<file path="src/rtl/thr_wait_sched.sv">
// Four-thread wait-aware round-robin scheduler; a thread keeps the pipe for QUANTUM advances while others wait.
// Latency: registered outputs, one cycle per FSM hop. Optional starvation monitor under `ifdef THR_SCHED_STARVE_EN.
module thr_wait_sched #(
  parameter int QUANTUM      = 8,
  parameter int STARVE_LIMIT = 255
) (
  input  logic       clk,
  input  logic       rst_l,
  input  logic [3:0] thr_en,
  input  logic [3:0] wm_imiss,
  input  logic [3:0] wm_other,
  input  logic [3:0] wm_stbwait,
  input  logic [3:0] mul_wait,
  input  logic [3:0] div_wait,
  input  logic [3:0] fp_wait,
  input  logic [3:0] ldmiss,
  input  logic       adv,
  output logic [3:0] thr_sel,
  output logic       thr_sel_vld,
  output logic       sw_pulse,
  output logic [3:0] starve_err
);

  localparam logic [1:0] ST_IDLE   = 2'd0;
  localparam logic [1:0] ST_RUN    = 2'd1;
  localparam logic [1:0] ST_SWITCH = 2'd2;

  localparam logic [7:0] Q_LAST = 8'(QUANTUM - 1);

  if (QUANTUM < 2 || QUANTUM > 255 || STARVE_LIMIT < 1 || STARVE_LIMIT > 255) begin : g_param_chk
    $error("thr_wait_sched: QUANTUM or STARVE_LIMIT out of range");
  end

  logic [3:0] ready;
  logic [3:0] cur_oh;
  logic [3:0] others_rdy;
  logic [1:0] state_q, state_d;
  logic [1:0] cur_q, cur_d;
  logic [7:0] qcnt_q, qcnt_d;
  logic [1:0] pick_idx;
  logic [1:0] cand;
  logic       pick_vld;

  assign ready      = thr_en & ~(wm_imiss | wm_other | wm_stbwait | mul_wait |
                                 div_wait | fp_wait | ldmiss);
  assign cur_oh     = 4'b0001 << cur_q;
  assign others_rdy = ready & ~cur_oh;

  // cur_q doubles as "last granted": search last+1 .. last+4, so cur itself is the final candidate
  always_comb begin
    pick_vld = 1'b0;
    pick_idx = cur_q;
    cand     = cur_q;
    for (int k = 1; k <= 4; k++) begin
      cand = cur_q + 2'(k);
      if (!pick_vld && ready[cand]) begin
        pick_vld = 1'b1;
        pick_idx = cand;
      end
    end
  end

  always_comb begin
    state_d = state_q;
    cur_d   = cur_q;
    qcnt_d  = qcnt_q;
    case (state_q)
      ST_IDLE: begin
        if (pick_vld) begin
          state_d = ST_RUN;
          cur_d   = pick_idx;
          qcnt_d  = '0;
        end
      end
      ST_RUN: begin
        // a stalled or disabled owner yields regardless of adv or quantum state
        if (!ready[cur_q]) begin
          state_d = ST_SWITCH;
        end else if (adv) begin
          if (qcnt_q == Q_LAST) begin
            if (|others_rdy) state_d = ST_SWITCH;
            else             qcnt_d  = '0;
          end else begin
            qcnt_d = qcnt_q + 8'd1;
          end
        end
      end
      ST_SWITCH: begin
        if (pick_vld) begin
          state_d = ST_RUN;
          cur_d   = pick_idx;
          qcnt_d  = '0;
        end else begin
          state_d = ST_IDLE;
        end
      end
      default: state_d = ST_IDLE;
    endcase
  end

  always_ff @(posedge clk or negedge rst_l) begin
    if (!rst_l) begin
      state_q     <= ST_IDLE;
      cur_q       <= 2'd3;
      qcnt_q      <= '0;
      thr_sel     <= 4'b0000;
      thr_sel_vld <= 1'b0;
      sw_pulse    <= 1'b0;
    end else begin
      state_q     <= state_d;
      cur_q       <= cur_d;
      qcnt_q      <= qcnt_d;
      // outputs are decoded from the next state so they line up with state_q
      thr_sel     <= (state_d == ST_RUN) ? (4'b0001 << cur_d) : 4'b0000;
      thr_sel_vld <= (state_d == ST_RUN);
      sw_pulse    <= (state_d == ST_SWITCH);
    end
  end

`ifdef THR_SCHED_STARVE_EN
  localparam logic [7:0] S_LIM = 8'(STARVE_LIMIT);

  logic [7:0] scnt_q [4];
  logic [3:0] granted;

  assign granted = (state_q == ST_RUN) ? cur_oh : 4'b0000;

  always_ff @(posedge clk or negedge rst_l) begin
    if (!rst_l) begin
      for (int i = 0; i < 4; i++) scnt_q[i] <= '0;
      starve_err <= 4'b0000;
    end else begin
      for (int i = 0; i < 4; i++) begin
        if (!ready[i] || granted[i])  scnt_q[i] <= '0;
        else if (scnt_q[i] != S_LIM)  scnt_q[i] <= scnt_q[i] + 8'd1;
        if (scnt_q[i] == S_LIM)       starve_err[i] <= 1'b1;
      end
    end
  end
`else
  assign starve_err = 4'b0000;
`endif

endmodule
</file>
<file path="config.mk">
export PLATFORM = sky130hd
export DESIGN_NAME = thr_wait_sched
export DESIGN_NICKNAME = d
export VERILOG_FILES = /design/src/rtl/thr_wait_sched.sv
export SDC_FILE = /design/constraint.sdc
export NUM_CORES = 1
export LEC_CHECK = 0
export CAP_MARGIN = 40
export CORE_ASPECT_RATIO = 1.4
export CORE_UTILIZATION = 40
export CTS_CLUSTER_SIZE = 25
export DETAILED_ROUTE_END_ITERATION = 6
export PLACE_DENSITY = 0.81
export SLEW_MARGIN = 20
export SYNTH_ARGS = -nofsm -noshare
export SYNTH_HDL_FRONTEND = slang
export SYNTH_SLANG_ARGS = --single-unit
</file>
<file path="constraint.sdc">
create_clock -name clk -period 3.5 [get_ports clk]
set_clock_uncertainty 0.2 [all_clocks]
set_input_delay 1.05 -clock clk [delete_from_list [all_inputs] [get_ports clk]]
set_output_delay 1.05 -clock clk [all_outputs]
set_load 0.01 [all_outputs]
</file>
Word level (Yosys, flattened, before mapping):

Cells that the tools add are included.

* bits in latches: 0
* ROM bits: 0
* input port bits: 35
* bits in registers: 18
* output and inout bits: 10
* bits in writable memories: 0
* word-level logic and storage cells: 78
* memories: 0

* order comparisons: 4
* bitwise logic cells: 10
* equal/unequal tests: 9
* multiply operators: 0
* add/sub/neg operators: 4
* shifts and indexed selects: 2
* reduce and logical (&&, ||, !) cells: 11
* div/mod/pow operators: 0
* multiplexer cells: 32

Operators by type and width (number)
* 8-bit 2-to-1 mux: 5
* 4-bit bitwise OR: 6
* 2-bit 2-to-1 mux: 11
* 8-bit one-hot mux with 2 select lines: 1
* 2-bit by 3-bit less-than comparator with 1-bit output, second input constant: 4
* 1-bit 2-to-1 mux: 9
* 8-bit by 1-bit adder with 8-bit output, second input constant: 1
* 4-bit bitwise AND: 2
* 1-bit binary-select mux with 2-bit select: 4
* 8-bit by 3-bit equality test with 1-bit output, second input constant: 1
* 4-bit inverter: 2
* 1-bit by 2-bit << shifter with 4-bit output, first input constant: 2
* 2-bit one-hot mux with 3 select lines: 1
* 5-bit AND reduction: 1
* 2-bit adder, second input constant: 2
* 2-bit by 1-bit equality test with 1-bit output, second input constant: 2
* 2-bit equality test, second input constant: 2
* 4-bit 2-to-1 mux: 1
* 2-bit inequality test, second input constant: 2
* 4-bit OR reduction: 1
* 1-bit logical AND: 3
* 1-bit zero test: 3
* 3-bit inequality test, second input constant: 1
* 2-bit by 1-bit adder with 2-bit output, second input constant: 1
* 4 further kinds: 4

Longest topological paths before layout:

* depth after elaboration: 24
* gate-level depth with buffers: 12
* gate-level depth less buffers: 10

Worst setup path after synthesis:

No wires, ideal clock.

* kind: input-to-reg
* start point: input wm_other[0]
* end point: register qcnt_q[4]
* path buffers: 0
* path slack: 0.411 ns
* stages: 7
* required time: 3.176 ns
* setup time: 0.124 ns
* arrival: 2.765 ns
* path through: nor4_2 nand2_1 mux4_2 nor4b_4 nand4_1 mux2i_1 o21ai_1

* word-level cells in the longest chain between the ends: 22
* elaborated cells between the ends (all ways): 32
* those cells by class: eq/ne (3); mux (12); bitwise (9); reduce/logical (8)

RTL lines
* start, declared: line 11 `input logic [3:0] wm_other,`
* 4-bit bitwise OR * (4 in a row): line 44 `assign ready = thr_en & ~(wm_imiss | wm_other | wm_stbwait | mul_wait |`
* 4-bit bitwise OR * (2 in a row): line 45 `div_wait | fp_wait | ldmiss);`
* 4-bit inverter *: line 44
* 4-bit bitwise AND *: line 44
* 1-bit binary-select mux with 2-bit select: line 56 `if (!pick_vld && ready[cand]) begin`
* 1-bit 2-to-1 mux (implied by the code): line 56
* 1-bit 2-to-1 mux: line 56
* 1-bit zero test: line 56
* [2 not listed]
* 1-bit zero test: line 56
* 1-bit logical AND: line 56
* 1-bit 2-to-1 mux: line 56
* 1-bit zero test: line 56
* 1-bit logical AND: line 56
* 1-bit 2-to-1 mux: line 56
* 2-bit by 1-bit inequality test with 1-bit output (no line)
* 5-bit AND reduction (no line) *
* end signal, assigned: line 112 `qcnt_q <= qcnt_d;`
* end, declared: line 39 `logic [7:0] qcnt_q, qcnt_d;`

Every way passes the cells marked *; elsewhere a longest branch is shown, timed or not. The select of a mux whose other input is x is not followed.
A chain may end at the register's enable or synchronous reset.

Worst setup path in the final report:

* start point: input wm_other[3]
* end point: register qcnt_q[4]

Same word-level chain as after synthesis.

==> impl_results.md <==
- CP endpoint: qcnt_q[4]
- Post-Synth Adder-Cell Area: 0.0417
- Gpl congestion: 0.976
- # setup viols final: 0
- Mapped Area: 1500 µm²
- Post-synthesis compound-gate area fraction: 0.182
- Reg2reg setup slack: 0.44 ns
- Die W: 53.8 µm
- Status: finished, final reports clean
- Worst vdd ir: 0.000290 V
- Ys flop type: dfrtp_1
- Tmin final: 3.34 ns
- Fmax: 0.299 GHz
- Area growth from synthesis to layout: 39.9%
- Ant. Diodes: 0
- Detailed placement HPWL: 2660 µm
- Fin Hold WS: 0.284 ns
- H-Tree Depth: 1
- Met3 WL: 168 µm
- Top-Level Pins: 45
- Critical Path Slowest Stage Cell: mux4_2
- Seq/Total Area, Yosys: 0.302
- Crit share post-route: 0.954
- Slew Limit Fails: 0
- Uppermost layer routed: met4
- Total wire length: 3340 µm
- Crit path from: wm_other[3]
- Max_cap viols: 0
- PortBufs: 40
- Synth unique cells: 58
- Reg-to-Reg Start: cur_q[0]
- GRT Overall Usage: 0.175
- Commonest non-fill, non-tap cell in the layout: clkdlybuf4s50_1
- Synthesized flop and latch total: 18
- Core area: 3610 µm²
- Startpoint types: input pin
- Via density: 5.43
- Die area: 4010 µm²
- Syn Area/Cell: 9.88 µm²
- Die height: 74.5 µm
- P per Cell Area: 303 nW/µm²
- Final ANT Viol Nets: 0
- Post-Synth XOR/XNOR Area: 0.00583
- Post-Syn Instances: 152
- Family with the most delay on the worst path: simple AND/OR/NAND/NOR gates
- Total Power: 636 µW
- Wl on met1: 1430 µm
- Initial antenna violation count: 0
- Clk pin slew, worst setup/hold paths: 0.07 ns
- Critical path peak fanout: 8
- WS Path Type: in -> reg
- Layout cell share with drive strength beyond 1: 0.218
- Vias in the first global route: 1,244
- DRT Pass-1 Iters: 4
- CTS tree: yes
- EDFF count, synth: 0
- Std cell rows: 26
- Yosys warnings: 0
- Met2 routed WL: 1700 µm
- DRT iter0 DRCs: 23
- Worst R2R End: thr_sel[0]
- Clock Sinks: 18
- Clock buffer count from CTS: 3
- DR WL/cell: 13.2 µm
- Hold crit path type: reg -> reg
- Remaining DRCs: 0
- Cells on worst reg2reg path: 8
- Fillers: 316
- Post-Synth Simple-Gate Area: 0.337
- First-pass GRT wire length: 5290 µm
- Worst path max stage delay: 0.55 ns
- Data required, critical path: 3.44 ns
- Fin. Hold Viols: 0
- Worst-path cell chain: clkdlybuf4s50_1, nor4_4, nand2_2, mux4_2, nor4b_4, buf_4, nand4_1, mux2i_1, o21ai_1
- CTS max path bufs: 2
- Pin count of the biggest net entering global routing: 19
- Most frequent cells in the layout: clkdlybuf4s50_1 (40), buf_4 (19), nand2_1 (16), dfrtp_1 (16), nor2_1 (10)
- CP Depth: 9
- CTS root buffer: clkbuf_8
- Worst skew pair latency: 0.26 ns
- Critical path arrival: 3.28 ns
- Nets: 252
- Ys async rst share: 1.00
- Post-synthesis mux area share: 0.0458
- TNS Setup: 0 ns
- Initial Utilization: 0.416
- Largest family of logic cells by synthesized area: simple AND/OR/NAND/NOR gates
- Vias: 1,375
- Grt ovf: 0
- WP buf/inv: 2
- Endpoint class of the critical path: register
- Leak pwr: 0.000847 µW
- RSZ-0062 raised after global routing: false
through the flow:
| stage | std cells | instance area [µm²] | setup slack (ns) | utilization |
|---|---|---|---|---|
| global placement | 248 | 2030 | -0.0876 | 0.562 |
| finish | 253 | 2100 | 0.160 | 0.582 |
| CTS | 252 | 2080 | 0.156 | 0.577 |
| global route | 253 | 2100 | 0.0404 | 0.582 |
| detailed placement | 248 | 2030 | -0.124 | 0.562 |
| floorplan | 155 | 1510 | 0.411 | - |
where the power goes:
| part | internal, µW | switching, µW |
|---|---|---|
| registers | 223 | 24.1 |
| logic | 113 | 103 |
| clock network | 100 | 72.5 |
synthesized netlist by cell type (2+ instances only):
cell type / count / share of area
mux2i_1: 2 / 0.013
inv_1: 4 / 0.010
nor2_1: 10 / 0.025
nor3_1: 3 / 0.010
o21ai_0: 9 / 0.030
o31ai_1: 3 / 0.015
dfstp_2: 2 / 0.035
dfrtp_1: 16 / 0.27
buf_4: 5 / 0.025
nor2b_1: 2 / 0.0083
nor4b_4: 4 / 0.063
nand4_1: 5 / 0.021
and3_1: 3 / 0.013
clkinv_1: 2 / 0.0050
nand3b_1: 4 / 0.020
nand3_1: 3 / 0.010
ha_1: 5 / 0.042
o21ai_1: 5 / 0.017
a21oi_1: 3 / 0.010
nor3b_1: 2 / 0.010
nor4_4: 3 / 0.042
and2_1: 3 / 0.013
a31oi_1: 3 / 0.013
a41oi_1: 2 / 0.012
nand2_1: 16 / 0.040
layout make-up:
cell class | instances | area, µm² | area share
Clock buffer | 4 | 55.1 | 0.0262
Inverter | 7 | 26.3 | 0.0125
Multi-Input combinational cell | 121 | 936 | 0.446
Sequential cell | 18 | 453 | 0.216
Tap cell | 42 | 52.6 | 0.0250
Timing Repair Buffer | 61 | 578 | 0.275
worst min-delay path by stage:
stage,start,to,slack [ns],depth (start not counted)
3_3_place_gp,qcnt_q[7],qcnt_q[7],0.27,1
5_1_grt,qcnt_q[7],qcnt_q[7],0.31,1
3_5_place_dp,qcnt_q[7],qcnt_q[7],0.27,1
6_report,qcnt_q[7],qcnt_q[7],0.28,1
4_1_cts,qcnt_q[7],qcnt_q[7],0.28,1
2_1_floorplan,qcnt_q[7],qcnt_q[7],0.24,1
logic make-up (layout without fill, tap and decap cells):
logic type | after synthesis | in the layout
AND/OR/NAND/NOR | 68 | 68
AO/OA/AOI/OAI | 39 | 39
flip-flops | 18 | 18
buffers and inverters | 16 | 72
adder cells (fa/ha/maj) | 5 | 5
multiplexers | 4 | 4
other | 1 | 4
XOR/XNOR | 1 | 1
per-layer routing:
metal,track usage,up-vias
li1,-,685
met1,0.225,641
met2,0.299,44
met3,0.00613,5
met4,0.0702,0
met5,0,-
state kept, by name, indices dropped and copies added (netlist names):
name         cells
thr_sel          4
sw_pulse         1
state_q          2
cur_q            2
qcnt_q           8
thr_sel_vld      1
what timing repair did:
action	in CTS	in global routing
endpoints found under the setup margin	0	2
hold buffers	0	0
gates resized for setup	0	1
buffers inserted	0	0
(Power assumes the default switching activity.)
